===== src/rtl/multicycle_control_unit.sv =====
// Control FSM for a multicycle MIPS datapath: sequences PC/IR/MDR/register
// file enables, mux selects and ALU op, handshakes with memory via mem_ready
// and abandons memory accesses that stall for longer than WAIT_LIMIT cycles.
module multicycle_control_unit #(
   parameter int WAIT_LIMIT = 15
) (
   input  logic       clk,
   input  logic       reset,
   input  logic [5:0] opcode,
   input  logic       mem_ready,
   output logic       pc_write,
   output logic       pc_write_cond,
   output logic       branch_ne,
   output logic       i_or_d,
   output logic       mem_read,
   output logic       mem_write,
   output logic       ir_write,
   output logic       mdr_write,
   output logic       reg_dst,
   output logic       mem_to_reg,
   output logic       reg_write,
   output logic       alu_src_a,
   output logic [1:0] alu_src_b,
   output logic [1:0] alu_op,
   output logic [1:0] pc_source,
   output logic       instr_done,
   output logic       illegal_op,
   output logic       mem_timeout,
   output logic [3:0] state
);

   localparam int CNT_W = (WAIT_LIMIT > 0) ? $clog2(WAIT_LIMIT + 1) : 1;

   localparam logic [5:0] OP_R    = 6'b000000;
   localparam logic [5:0] OP_LW   = 6'b100011;
   localparam logic [5:0] OP_SW   = 6'b101011;
   localparam logic [5:0] OP_BEQ  = 6'b000100;
   localparam logic [5:0] OP_BNE  = 6'b000101;
   localparam logic [5:0] OP_J    = 6'b000010;
   localparam logic [5:0] OP_ADDI = 6'b001000;
   localparam logic [5:0] OP_ORI  = 6'b001101;

   typedef enum logic [3:0] {
      FETCH     = 4'd0,
      DECODE    = 4'd1,
      MEM_ADDR  = 4'd2,
      MEM_READ  = 4'd3,
      MEM_WB    = 4'd4,
      MEM_WRITE = 4'd5,
      R_EXEC    = 4'd6,
      R_WB      = 4'd7,
      BRANCH    = 4'd8,
      JUMP      = 4'd9,
      I_EXEC    = 4'd10,
      I_WB      = 4'd11
   } state_t;

   state_t             state_q, state_d;
   logic [CNT_W-1:0]   wait_cnt_q, wait_cnt_d;
   logic               mem_state;
   logic               limit_hit;

   assign state = state_q;

   // State and wait counter registers; reset abandons any instruction in flight
   always_ff @(posedge clk or posedge reset) begin
      if (reset) begin
         state_q    <= FETCH;
         wait_cnt_q <= '0;
      end else begin
         state_q    <= state_d;
         wait_cnt_q <= wait_cnt_d;
      end
   end

   // Memory-wait bookkeeping: a stall expires once the counter reaches the limit
   always_comb begin
      mem_state = (state_q == FETCH) || (state_q == MEM_READ) || (state_q == MEM_WRITE);
      limit_hit = (WAIT_LIMIT > 0) && mem_state && !mem_ready &&
                  (wait_cnt_q == CNT_W'(WAIT_LIMIT));
   end

   // Next-state and output decode; all outputs default to 0 and are held 0 in reset
   always_comb begin
      state_d       = state_q;
      wait_cnt_d    = '0;
      pc_write      = 1'b0;
      pc_write_cond = 1'b0;
      branch_ne     = 1'b0;
      i_or_d        = 1'b0;
      mem_read      = 1'b0;
      mem_write     = 1'b0;
      ir_write      = 1'b0;
      mdr_write     = 1'b0;
      reg_dst       = 1'b0;
      mem_to_reg    = 1'b0;
      reg_write     = 1'b0;
      alu_src_a     = 1'b0;
      alu_src_b     = 2'b00;
      alu_op        = 2'b00;
      pc_source     = 2'b00;
      instr_done    = 1'b0;
      illegal_op    = 1'b0;
      mem_timeout   = 1'b0;

      case (state_q)
         FETCH: begin
            mem_read  = 1'b1;
            alu_src_b = 2'b01;
            pc_write  = mem_ready;
            ir_write  = mem_ready;
            if (mem_ready) state_d = DECODE;
         end
         DECODE: begin
            alu_src_b = 2'b11;
            case (opcode)
               OP_LW, OP_SW:    state_d = MEM_ADDR;
               OP_R:            state_d = R_EXEC;
               OP_BEQ, OP_BNE:  state_d = BRANCH;
               OP_J:            state_d = JUMP;
               OP_ADDI, OP_ORI: state_d = I_EXEC;
               default: begin
                  illegal_op = 1'b1;
                  instr_done = 1'b1;
                  state_d    = FETCH;
               end
            endcase
         end
         MEM_ADDR: begin
            alu_src_a = 1'b1;
            alu_src_b = 2'b10;
            if (opcode == OP_SW)      state_d = MEM_WRITE;
            else if (opcode == OP_LW) state_d = MEM_READ;
            else                      state_d = FETCH;
         end
         MEM_READ: begin
            mem_read  = 1'b1;
            i_or_d    = 1'b1;
            mdr_write = mem_ready;
            if (mem_ready) state_d = MEM_WB;
         end
         MEM_WB: begin
            mem_to_reg = 1'b1;
            reg_write  = 1'b1;
            instr_done = 1'b1;
            state_d    = FETCH;
         end
         MEM_WRITE: begin
            mem_write  = 1'b1;
            i_or_d     = 1'b1;
            instr_done = mem_ready;
            if (mem_ready) state_d = FETCH;
         end
         R_EXEC: begin
            alu_src_a = 1'b1;
            alu_op    = 2'b10;
            state_d   = R_WB;
         end
         R_WB: begin
            reg_dst    = 1'b1;
            reg_write  = 1'b1;
            instr_done = 1'b1;
            state_d    = FETCH;
         end
         BRANCH: begin
            alu_src_a     = 1'b1;
            alu_op        = 2'b01;
            pc_source     = 2'b01;
            pc_write_cond = 1'b1;
            branch_ne     = (opcode == OP_BNE);
            instr_done    = 1'b1;
            state_d       = FETCH;
         end
         JUMP: begin
            pc_source  = 2'b10;
            pc_write   = 1'b1;
            instr_done = 1'b1;
            state_d    = FETCH;
         end
         I_EXEC: begin
            alu_src_a = 1'b1;
            alu_src_b = 2'b10;
            alu_op    = (opcode == OP_ORI) ? 2'b11 : 2'b00;
            state_d   = I_WB;
         end
         I_WB: begin
            reg_write  = 1'b1;
            instr_done = 1'b1;
            state_d    = FETCH;
         end
         default: state_d = FETCH;
      endcase

      // An expired wait overrides the stay-in-state decision; strobes stay up
      // this last cycle, but completion enables are already 0 since ready is low
      if (limit_hit) begin
         mem_timeout = 1'b1;
         state_d     = FETCH;
      end

      // Count only while stalling in place; any transition restarts from 0
      if ((WAIT_LIMIT > 0) && mem_state && !mem_ready && !limit_hit)
         wait_cnt_d = wait_cnt_q + 1'b1;

      if (reset) begin
         pc_write      = 1'b0;
         pc_write_cond = 1'b0;
         branch_ne     = 1'b0;
         i_or_d        = 1'b0;
         mem_read      = 1'b0;
         mem_write     = 1'b0;
         ir_write      = 1'b0;
         mdr_write     = 1'b0;
         reg_dst       = 1'b0;
         mem_to_reg    = 1'b0;
         reg_write     = 1'b0;
         alu_src_a     = 1'b0;
         alu_src_b     = 2'b00;
         alu_op        = 2'b00;
         pc_source     = 2'b00;
         instr_done    = 1'b0;
         illegal_op    = 1'b0;
         mem_timeout   = 1'b0;
      end
   end

endmodule


===== config.mk =====
export PLATFORM = sky130hd
export DESIGN_NAME = multicycle_control_unit
export DESIGN_NICKNAME = d
export VERILOG_FILES = /design/src/rtl/multicycle_control_unit.sv
export SDC_FILE = /design/constraint.sdc
export NUM_CORES = 1
export LEC_CHECK = 0
export ABC_AREA = 1
export CORE_MARGIN = 4
export CORE_UTILIZATION = 39
export CTS_CLUSTER_SIZE = 20
export DETAILED_ROUTE_END_ITERATION = 6
export HOLD_SLACK_MARGIN = 0.15
export PLACE_DENSITY_LB_ADDON = 0.25
export SLEW_MARGIN = 10
export SYNTH_ARGS = -nofsm -noshare
export SYNTH_HDL_FRONTEND = slang
export SYNTH_SLANG_ARGS = --single-unit

===== constraint.sdc =====
create_clock -name clk -period 1.15 [get_ports clk]
set_input_delay 0.115 -clock clk [delete_from_list [all_inputs] [get_ports clk]]
set_output_delay 0.115 -clock clk [all_outputs]
set_load 0.01 [all_outputs]

Word-level counts from Yosys, hierarchy flattened

Index checks and enable logic that the tools add are counted.

Input bits: 9
Output and inout port bits: 25
Logic and storage cells: 92
Register bits after elaboration: 8

Add/sub/neg operators: 1
Multiplexer cells: 47
Reduce and logical (&&, ||, !) cells: 20
Eq/ne operators: 22

Operators by type and width:

| kind                | number |
|---|---|
| $mux 1              | 29 |
| $pmux 4 s7          | 1 |
| $eq 4x4->1 const B  | 5 |
| $mux 4              | 5 |
| $pmux 4 s5          | 1 |
| $eq 4x3->1 const B  | 4 |
| $eq 6x3->1 const B  | 2 |
| $eq 6x4->1 const B  | 2 |
| $eq 6x6->1 const B  | 2 |
| $pmux 2 s3          | 2 |
| $reduce_or 2->1     | 6 |
| $mux 2              | 5 |
| $ne 3x3->1 const B  | 3 |
| $eq 4x2->1 const B  | 2 |
| $reduce_or 8->1     | 1 |
| $eq 6x2->1 const B  | 1 |
| $logic_not 6->1     | 1 |
| $reduce_or 5->1     | 1 |
| $add 4x1->4 const B | 1 |
| $eq 4x1->1 const B  | 1 |
| $logic_not 4->1     | 1 |
| $pmux 2 s2          | 1 |
| $reduce_or 4->1     | 1 |
| $logic_and 1x1->1   | 3 |
| other kinds (7)     | 9 |

Longest topological paths before layout

Depth after elaboration: 8
Gate-level depth with buffers: 10
Depth with buffers taken out: 9

Worst setup path before layout

Ideal clock, no wire load.

Kind: reg-to-output
From: register state_q[2], in the netlist state[2]
To: output pc_source[0]
Path slack: -0.191 ns
Required time: 1.035 ns
Arrival: 1.226 ns
Stages on the path, launching flop included: 7
Path buffers: 1
Path through: dfrtp_1 -> inv_2 -> nand2_1 -> nor3_1 -> inv_1 -> nor2_1 -> buf_4

Longest elaborated chain between the ends: 3
Elaborated cells on any way between the ends: 4
Those cells by class: 2 x eq/ne; 2 x mux

Ends and longest elaborated chain:

| what                   | line | RTL |
|---|---|---|
| start, declared        | 58   | `state_t state_q, state_d;` |
| start signal, assigned | 71   | `state_q <= state_d;` |
| $eq 4x4->1             | 106  | `case (state_q)` |
| $pmux 2 s2 (*)         | 106  |  |
| $mux 2 (*)             | 205  | `if (reset) begin` |
| end, declared          | 25   | `output logic [1:0] pc_source,` |

Every way passes the cells marked *; elsewhere a longest branch is shown, timed or not.

Worst setup path after layout

From: register state_q[2], in the netlist state[2]
To: output alu_src_a

Longest elaborated chain between the ends: 4
Elaborated cells on any way between the ends: 7
Those cells by class: 4 x eq/ne; 2 x mux; 1 x reduce/logical

Ends and longest elaborated chain:

| what                               | line | RTL |
|---|---|---|
| $eq 4x2->1 (tied with other cells) | 106  |  |
| $reduce_or 4->1 (no line) (*)      | -    |  |
| $mux 1 (*)                         | 106  |  |
| $mux 1 (*)                         | 205  |  |
| end, declared                      | 22   | `output logic alu_src_a,` |

Marks and branches as above.

==> metrics.yaml <==
cts_sinks: 8
power.switching_mw: 1.14
grt_antenna_before_repair: 0
gp_congestion: 0.823
die_area_sq_um: 3060
setup_violations: 31
maxSlewViolCount: 0
netlist-cell-type-count: 27
leakage_nw: 1.06
route.detailed.drc: 0
crit_path_top_delay_cell: "dfrtp_2"
n_antenna_cell: 0
fin_ws_ps: -609
synthSimpleGateAreaFrac_pct: 48.5
worstPathArrival_ps: 1640
cell_internal_pwr_mw: 1.28
coreArea_sq_um: 2040
vias_per_cell: 5.85
finalCriticalPeriod_ps: 1760
clock_latency_ps: 290
rrSetupSlack_ps: -530
ios: 34
pwr-share-comb_pct: 72.0
routedWlPerCell_um: 20.1
die_w_um: 55.4
start_util_pct: 42.8
worst_ep_required_time_ps: 1030
start_kind: "flop"
syn-num-nets: 160
h-tree-depth: 1
r2r-end: "wait_cnt_q[0]$_DFF_PP0_"
cts_root_buf: "clkbuf_4"
yosysWarnings: 0
synth-adder-area-share_pct: 1.43
grt_max_degree: 9
rows: 16
synth_area_sq_um: 875
synth_xor_xnor_area_share_pct: 2.00
ys_seq_elements: 8
fin_area_sq_um: 1920
placed_cells: 244
clk_pin_slew_ps: 80
area_growth_syn_to_layout_pct: 120
crit_top_cell: "inv_2"
final_cell_mix: "41 x buf_4, 21 x buf_2, 19 x buf_6, 18 x inv_1, 17 x nand2_1"
numCtsBuffers: 3
final_util_pct: 94.1
post-dp-hpwl_mm: 2.47
worst_pin_slew_ps: 319
ant_nets: 0
reg2regPathDepth: 9
grt_pass1_vias: 1391
crit_path_max_fanout: 5
fill_cells: 66
firstDrtPassIters: 4
swShare_pct: 47.2
drt_first_iter_violations: 109
status: "finished, violations left"
vias: 1569
clkPwrFrac_pct: 11.0
power_density_nw_per_um2: 1260
hold_class: "input pin to asynchronous set/reset pin"
grt_pass1_wl_mm: 6.39
synth_top_family_by_area: "simple AND/OR/NAND/NOR gates"
layout_commonest_cell: "buf_4"
synth.area.mux_share_pct: 0
maxSlewHeadroom_pct: 78.6
slowest_delay_ps: 450
post_synth.cell_area_avg_sq_um: 5.83
syn_inst: 150
ir_drop_uv: 1280
grt_use_total_pct: 25.5
violations: "setup timing"
fin_nets: 252
seqPwrFrac_pct: 17.0
path_delay_family: "flip-flops"
fin_crit_sh_pct: 153
rsz0062_at_grt: "yes"
cts_tree: "done"
ys_seq_area_share_pct: 22.9
max_freq_mhz: 569
synth_compound_area_share_pct: 11.0
wirelength_mm: 5.38
setup-tns-final_ps: -14010
rr_startpoint: "state[2]$_DFFE_PP0P_"
place_area_sq_um: 1560
die_y_um: 55.4
drive_above_1_share_pct: 64.7
critPathBufInv: 3
clk_path_buf_depth: 2
max-cap-violations: 0
finalClockSkew_ps: 27.5
worstPathCellList: "inv_2 > nand2_4 > nor3_2 > inv_2 > a31oi_2 > buf_2"
gr-total-overflow: 0
cp-end-kind: "primary output"
fin_cells: 268
finalHoldViolations: 0
crit_type: "flop to primary output"
io_buffer_count: 33
[worst max path at each step]
stage,start,endpoint,slack (ps),cells after the start
after floorplan,state[1]$_DFFE_PP0P_,wait_cnt_q[0]$_DFF_PP0_,-90,7
after global placement,opcode[2],instr_done,-750,8
after detailed placement,opcode[1],instr_done,-830,8
after CTS,state[2]$_DFFE_PP0P_,alu_op[1],-470,6
after global routing,opcode[0],instr_done,-700,9
final,state[2]$_DFFE_PP0P_,alu_src_a,-610,6
[state kept, by name (all words and copies together), names as in the netlist]
register,flops
state,4
wait_cnt_q,4
[tightest hold or removal path, delay by kind of cell]
family	cells	cell delay, ps
buf+inv	3	990
[Yosys cell counts]
library cell	number	area share [%]
nand2_1	32	14
nor2_1	24	10
inv_1	23	9.9
nand3_1	13	7.4
dfrtp_1	8	23
nor2_2	8	5.7
a21oi_1	6	3.4
inv_2	4	1.7
nand2_2	4	2.9
nor3_1	4	2.3
o21ai_0	3	1.7
a31oi_1	2	1.4
buf_4	2	1.7
clkbuf_1	2	0.86
nor2_4	2	2.6
o21ai_1	2	1.1
and3_1	1	0.72
ha_1	1	1.4
nand3_2	1	1.1
nand4_1	1	0.72
o211ai_1	1	0.86
o21a_1	1	0.86
o22ai_1	1	0.72
o31ai_1	1	0.86
or2_4	1	1.0
xnor2_1	1	1.0
xor2_1	1	1.0
[kinds of logic after synthesis]
kind of cell,after synthesis
fa+ha+maj,1
compound gates,17
flops,8
simple gates,91
xor+xnor,2
buf+inv,31
[through the flow]
step	setup WS [ps]	hold WS, ps	power, mW
2_1_floorplan	-92.8	178	0.942
3_3_place_gp	-750	510	1.46
3_5_place_dp	-834	529	1.51
4_1_cts	-465	426	2.00
5_1_grt	-703	526	2.52
6_report	-609	474	2.42
[layout make-up]
class                           count  area, sq um  area share (%)
Inverter                           27          116            6.06
Clock buffer                        4         26.3            1.37
Timing Repair Buffer               91          731            38.0
Sequential cell                     8          205            10.7
Multi-Input combinational cell    111          808            42.1
Tap cell                           27         33.8            1.76
[metal layers]
layer	up-vias	wire, um	track usage, %
met5	-	0	0
met4	0	331	9.72
met3	42	511	5.59
met2	141	2680	46.5
met1	731	1860	28.4
li1	655	-	-
[power by group through the flow]
stage / sequential (mW) / combinational (mW) / clock [mW]
2_1_floorplan: 0.412 / 0.530 / 0
3_3_place_gp: 0.391 / 1.07 / 0
3_5_place_dp: 0.398 / 1.11 / 0
4_1_cts: 0.397 / 1.35 / 0.245
5_1_grt: 0.410 / 1.84 / 0.277
6_report: 0.410 / 1.74 / 0.267
[what timing repair did]
item | CTS | global route
hold buffers | 0 | 0
pin swaps | 22 | 25
buffers inserted | 16 | 6
cloned | 0 | 0
gates resized for setup | 138 | 44
setup endpoints to repair | 33 | 33
hold endpoints to repair | 0 | 0
Note: power is estimated with default switching activity, not from simulation.
